## src/rtl/ibuf_fifo_pkg.sv

```systemverilog
// Shared router constants for the input buffer: payload width, direction bit indices, default depth.
package ibuf_fifo_pkg;
  localparam int PKT_W        = 32;
  localparam int IBUF_DEPTH   = 4;
  localparam int IBUF_NUM_DIR = 5;
  localparam int DIR_N        = 0;
  localparam int DIR_S        = 1;
  localparam int DIR_E        = 2;
  localparam int DIR_W        = 3;
  localparam int DIR_B        = 4;
endpackage

```

## src/rtl/ibuf_fifo_ring_store.sv

```systemverilog
// Ring storage for the input buffer: entry array, wrapping pointers, occupancy, full/empty.
module ibuf_ring_store #(
  parameter int W     = 37,
  parameter int DEPTH = 4,
  parameter int PTR_W = $clog2(DEPTH),
  parameter int OCC_W = $clog2(DEPTH) + 1
) (
  input  logic             clk,
  input  logic             rst,
  input  logic             wr_en,
  input  logic [W-1:0]     wr_data,
  input  logic             rd_en,
  output logic [W-1:0]     rd_data,
  output logic [W-1:0]     nxt_data,
  output logic [OCC_W-1:0] count,
  output logic             full,
  output logic             empty
);
  logic [W-1:0]     mem [DEPTH];
  logic [PTR_W-1:0] wr_ptr;
  logic [PTR_W-1:0] rd_ptr;
  logic [PTR_W-1:0] rd_ptr_nxt;

  // DEPTH is a power of two, so pointers wrap by natural overflow.
  assign rd_ptr_nxt = rd_ptr + PTR_W'(1);
  assign rd_data    = mem[rd_ptr];
  assign nxt_data   = mem[rd_ptr_nxt];
  assign full       = (count == OCC_W'(DEPTH));
  assign empty      = (count == '0);

  always_ff @(posedge clk) begin
    if (rst) begin
      wr_ptr <= '0;
      rd_ptr <= '0;
      count  <= '0;
      for (int i = 0; i < DEPTH; i++) mem[i] <= '0;
    end else begin
      if (wr_en) begin
        mem[wr_ptr] <= wr_data;
        wr_ptr      <= wr_ptr + PTR_W'(1);
      end
      if (rd_en) rd_ptr <= rd_ptr_nxt;
      case ({wr_en, rd_en})
        2'b10:   count <= count + OCC_W'(1);
        2'b01:   count <= count - OCC_W'(1);
        default: count <= count;
      endcase
    end
  end
endmodule

```

## src/rtl/ibuf_fifo.sv

```systemverilog
// Router input buffer with per-direction multicast retirement of the head entry.
// Optional head stall counter enabled by defining IBUF_STALL_CNT_EN.
module ibuf_fifo
  import ibuf_fifo_pkg::*;
#(
  parameter int PYLD_W  = PKT_W,
  parameter int DEPTH   = IBUF_DEPTH,
  parameter int NUM_DIR = IBUF_NUM_DIR,
  parameter int CNT_W   = 16
) (
  input  logic                     clk,
  input  logic                     rst,
  input  logic                     ibuf_vld,
  output logic                     ibuf_rdy,
  input  logic [NUM_DIR-1:0]       route_req,
  input  logic [PYLD_W-1:0]        payload_i,
  output logic [NUM_DIR-1:0]       arb_req,
  input  logic [NUM_DIR-1:0]       arb_gnt,
  input  logic [NUM_DIR-1:0]       obuf_rdy,
  output logic [PYLD_W-1:0]        payload_o,
`ifdef IBUF_STALL_CNT_EN
  output logic [CNT_W-1:0]         stall_cnt,
`endif
  output logic [$clog2(DEPTH):0]   occupancy
);
  localparam int W     = NUM_DIR + PYLD_W;
  localparam int OCC_W = $clog2(DEPTH) + 1;

  logic [W-1:0]       rd_data;
  logic [W-1:0]       nxt_data;
  logic               full;
  logic               empty;
  logic               push;
  logic               pop;
  logic [NUM_DIR-1:0] head_mask;
  logic [NUM_DIR-1:0] head_mask_d;
  logic [NUM_DIR-1:0] clr;
  logic [NUM_DIR-1:0] remain;

  // Handshake: a flit transfers on a cycle where ibuf_vld and ibuf_rdy are both high;
  // ibuf_rdy depends only on the registered count. A zero route mask is accepted and dropped.
  assign ibuf_rdy = !full;
  assign push     = ibuf_vld && ibuf_rdy && (route_req != '0);

  assign arb_req   = empty ? '0 : head_mask;
  assign payload_o = rd_data[PYLD_W-1:0];
  assign clr       = arb_gnt & obuf_rdy & arb_req;
  assign remain    = head_mask & ~clr;
  assign pop       = !empty && (remain == '0);

  ibuf_ring_store #(.W(W), .DEPTH(DEPTH)) u_store (
    .clk      (clk),
    .rst      (rst),
    .wr_en    (push),
    .wr_data  ({route_req, payload_i}),
    .rd_en    (pop),
    .rd_data  (rd_data),
    .nxt_data (nxt_data),
    .count    (occupancy),
    .full     (full),
    .empty    (empty)
  );

  // On pop the next stored entry, or the flit arriving now if none is stored, becomes head.
  always_comb begin
    head_mask_d = remain;
    if (pop) begin
      if (occupancy > OCC_W'(1)) head_mask_d = nxt_data[W-1:PYLD_W];
      else if (push)             head_mask_d = route_req;
      else                       head_mask_d = '0;
    end else if (empty && push) begin
      head_mask_d = route_req;
    end
  end

  always_ff @(posedge clk) begin
    if (rst) head_mask <= '0;
    else     head_mask <= head_mask_d;
  end

`ifdef IBUF_STALL_CNT_EN
  always_ff @(posedge clk) begin
    if (rst)
      stall_cnt <= '0;
    else if ((arb_req != '0) && (clr == '0) && (stall_cnt != '1))
      stall_cnt <= stall_cnt + CNT_W'(1);
  end
`endif
endmodule

```

## config.mk

```make
export PLATFORM = sky130hd
export DESIGN_NAME = ibuf_fifo
export DESIGN_NICKNAME = d
export VERILOG_FILES = /design/src/rtl/ibuf_fifo_pkg.sv /design/src/rtl/ibuf_fifo_ring_store.sv /design/src/rtl/ibuf_fifo.sv
export SDC_FILE = /design/constraint.sdc
export NUM_CORES = 1
export LEC_CHECK = 0
export ABC_AREA = 0
export CAP_MARGIN = 40
export CORE_ASPECT_RATIO = 0.7
export CORE_MARGIN = 1
export CORE_UTILIZATION = 40
export CTS_BUF_LIST = sky130_fd_sc_hd__clkbuf_4 sky130_fd_sc_hd__clkbuf_8 sky130_fd_sc_hd__clkbuf_16
export CTS_CLUSTER_SIZE = 8
export DETAILED_ROUTE_END_ITERATION = 7
export GPL_TIMING_DRIVEN = 0
export PLACE_DENSITY_LB_ADDON = 0.1
export SYNTH_ARGS = -nofsm -noshare
export SYNTH_HDL_FRONTEND = slang
export SYNTH_SLANG_ARGS = --single-unit
```

## constraint.sdc

```tcl
create_clock -name clk -period 4.85 [get_ports clk]
set_input_delay 0.97 -clock clk [delete_from_list [all_inputs] [get_ports clk]]
set_output_delay 0.97 -clock clk [all_outputs]
set_load 0.01 [all_outputs]
```

# == Word level (Yosys, flattened, before mapping) ==
# Memory sizes are Yosys's and may differ from the RTL's. A register that Yosys moved wholly into a read port is not among the register bits.
# Index checks and enable logic that the tools add are counted.
# classes
addsub,4
n_lt_le_gt_ge,1
eq_ne,3
muxes,16
bitwise,4
reduce_logical,11
# op_table
operator,count
$mux W37,1
$reduce_or A37 Y1,1
$mux W5,5
$and A5 B5 Y5,3
$mux W1,6
$mux W2,3
$pmux W3 S2,1
$logic_not A5 Y1,1
$not A5 Y5,1
$reduce_bool A5 Y1,1
$add A2 B1 Y2 const B,2
$logic_and A1 B1 Y1,4
$add A3 B1 Y3 const B,1
$eq A3 B3 Y1 const B,1
$gt A3 B1 Y1 const B,1
$logic_not A3 Y1,1
$sub A3 B1 Y3 const B,1
$eq A2 B1 Y1 const B,1
$eq A2 B2 Y1 const B,1
$logic_not A1 Y1,2
$reduce_bool A2 Y1,1
# word_totals
ff_bits,12
ram_bits,148
inputBits,50
output_inout_bits,41
wordCells,44
n_memories,1
# mem_list
name,depth,word_bits,rd,rd_clocked_by_memory_dff,write_ports,line_no,rtl
u_store.mem,4,37,2,1,4,ibuf_fifo_ring_store.sv:19,logic [W-1:0] mem [DEPTH];

# == Depth between registers and ports, before layout ==
# logic_depth
depth_word,9
ltp_mapped,11
ltp_nobuf,10

# == Hierarchy ==
# From an unflattened synthesis, not the netlist that was laid out.
# unflattened
hier_cells,501
area_unflattened_um2,8150.3
# modules_own_cells
module,n_inst,cells_per_inst,area_per_inst_um2,seq_area_each_um2
ibuf_ring_store,1,447,7703.6,4624.4
ibuf_fifo,1,54,446.7,100.1

# == Least setup slack after synthesis ==
# OpenSTA, ideal clock, no wires.
# synth_path
kind,input -> register
start,in route_req[0]
end,"mem u_store.mem[1][0], enable pin"
setup_ns,0.439
t_arrival_ns,3.173
required_time_ns,4.411
slack_ns,1.238
cell_stages,4
path_buffers,0
path_cell_list,inv_1 nand2_1 nand4_1 o21bai_1
# synth_rtl
element,line_no,rtl
start: declaration,ibuf_fifo.sv:15,"input logic [NUM_DIR-1:0] route_req,"
end: declaration,ibuf_fifo_ring_store.sv:19,

==> out/metrics.cfg <==
[critical_path]
critPathBufInv=3
path_delay_family=buffers and inverters
path_max_fanout=10
rrSetupSlack_ps=1640
worst-r2r-cell-count=8
r2r-start=u_store.count[0]
worstSetupPathType=register to output pin
crit_path_start_kind=register
worstPathCellList=clkbuf_1 -> buf_2 -> mux4_2 -> clkdlybuf4s50_1
slowest_delay_ps=610
crit_path_top_delay_cell=mux4_2
arrival_ps=2580
cp_data_required_time_ps=3880
end_kind=output pin
rr_endpoint=u_store.mem[0][19]

[yosys]
syn-num-nets=523
synth.yosys.seq_area_share_pct=65.7
synth_cells=469
synth_ff_type=edfxtp_1
synthTopCellsByCount=148 x edfxtp_1, 106 x and2_1, 37 x mux4_2
synth_top_area_share_pct=61.8
synthTopCellsByArea=edfxtp_1 62%, mux4_2 12%, and2_1 9.2%, dfxtp_1 3.9%, and3_1 2.8%
synth.ff_latch_count=162
async_flop_share_pct=0
synth.most_common_cell=edfxtp_1
yosysWarnings=0
synth.distinct_cells=41
synth.avg_cell_area_sq_um=15.3
synth.cell_area_sq_mm=0.00719
synth_edf_count=148
synth_top_cell_by_area=edfxtp_1

[hold_path]
holdPathStages=2
hold_end=u_store.count[1]
hold_start=u_store.count[1]
hp-class=register to register

[placed_design]
numPortBuffers=90
pre_cts_ws_ps=829
place.gp.congestion=0.749
dp_hpwl_um=10400

[grt]
grt_pass1_vias=4428
track_usage_pct=18.5
grt_pass1_wl_um=24900
grt_overflow=0
antenna_found_initial=0
grt_start_max_net_pins=24

[timing]
relSlewSlack_pct=46.5
max_freq_ghz=0.282
fin_crit_sh_pct=73.1
finClkSkew_ps=5.87
rsz0062_at_grt=false
setup_viol=0
period_needed_ps=3550
fin_ws_ps=1300
worst_pin_slew_ps=800
slew_viol_final=0
hold_slack_ps=561
hold_violations=0

[clocking]
numClockSinks=162
cts_buffer_depth=2
clkSlewWorstSetupHoldPaths_ps=60
clkLatencyLatePin_ps=420
cts_inserted_buffers=17
cts.root.buffer_cell=clkbuf_16
htree_levels=4
cts_resized=0
cts_tree=done
postCtsSetupRepairBufs=0
postCtsHoldBufs=0

[floorplan]
start_util_pct=41.4
fp.dieW_um=162
fp.dieH_um=114
rows=40
coreArea_sq_mm=0.0174
die-area_sq_mm=0.0185
io_pins=91

[route]
drc_errors=0
wire_per_inst_um=19.2
vias=4300
via_per_inst=5.21
first_pass_iters=4
drt_wl_total_um=15900
detail-route-antenna-nets=0
drt-initial-drc-count=303

[final_layout]
syn2layout_area_growth_pct=27.1
fill_cells=1440
drive_gt1_share_pct=17.0
diodes=0
nNetsFinal=636

[power_and_ir_drop]
ir_drop_mv=0.263
power_density_mw_per_mm2=467
p_leak_nw=3.38

[outcome]
status=completed

[job]
drv_cap=0

-- through the flow --
step	power, mW	cell area [sq um]	std cells	utilization [%]	TNS (ps)
after floorplan	2.41	7190	469	-	0
after global routing	4.46	9140	826	52.6	0
after detailed placement	2.87	8510	794	49.0	0
after global placement	2.85	8380	790	48.2	-136030
after CTS	4.30	9140	826	52.6	0
final	4.27	9140	826	52.6	0
-- worst min-delay path, cell delays in order, from the launching register on --
cell	delay, ps
dfxtp_1	340
inv_1	100
a211oi_1	70
-- kinds of logic after synthesis --
family | count (synthesis) | synth area share [%]
compound gates | 31 | 2.72
mux | 38 | 11.7
fa+ha+maj | 4 | 0.696
simple gates | 194 | 16.3
flops | 162 | 65.7
buf+inv | 35 | 2.18
xor+xnor | 5 | 0.609
-- registers in the layout, indices dropped and copies added (netlist names), named ones only --
register	flops
head_mask	5
u_store.mem	148
u_store.count	3
u_store.wr_ptr	2
u_store.rd_ptr	2
-- worst max-delay path by stage --
stage | from | endpoint | slack, ps | cells after the start
2_1_floorplan | route_req[0] | u_store.mem[1][0] | 1240 | 4
3_3_place_gp | route_req[2] | u_store.mem[2][17] | -1260 | 5
3_5_place_dp | route_req[2] | u_store.mem[0][18] | 830 | 7
4_1_cts | register | payload_o[6] | 1260 | 4
5_1_grt | register | payload_o[6] | 1110 | 4
6_report | register | payload_o[6] | 1300 | 4
-- report_power, final --
group	internal [mW]	switching [mW]
Clock	0.868	0.570
Combinational	0.546	0.514
Sequential	1.70	0.0637
Total	3.12	1.15
-- metal layers --
metal	up-vias	track usage [%]	part of all wire, %	wire [um]
met4	0	5.47	0.59	94
met1	2193	26.1	47	7410
li1	1994	-	-	-
met2	107	28.5	47	7550
met5	-	0	0	0
met3	6	4.42	5.3	849
-- final cells by class --
type | instances | area [sq um] | area share, %
tap | 231 | 289 | 3.16
inverter | 8 | 30.0 | 0.329
clock buffer | 17 | 425 | 4.66
clock inverter | 15 | 204 | 2.23
buffer | 27 | 126 | 1.38
multi-input combinational | 272 | 2340 | 25.6
timing repair buffer | 94 | 996 | 10.9
sequential | 162 | 4720 | 51.7
-- cells in the final DEF, fill, tap and decap left out, drive strengths merged, types with 4 or more instances in the layout --
| master | instances |
|---|---|
| edfxtp | 148 |
| and2 | 106 |
| clkdlybuf4s50 | 90 |
| mux4 | 37 |
| and3 | 32 |
| clkbuf | 28 |
| buf | 20 |
| nor2 | 19 |
| dfxtp | 14 |
| inv | 13 |
| nand2 | 11 |
| nor2b | 11 |
| a31oi | 7 |
| o21ai | 7 |
| a21oi | 6 |
| o22ai | 5 |
| ha | 4 |
| bufinv | 4 |
| nor3 | 4 |
Power figures use the tool's default switching activity.
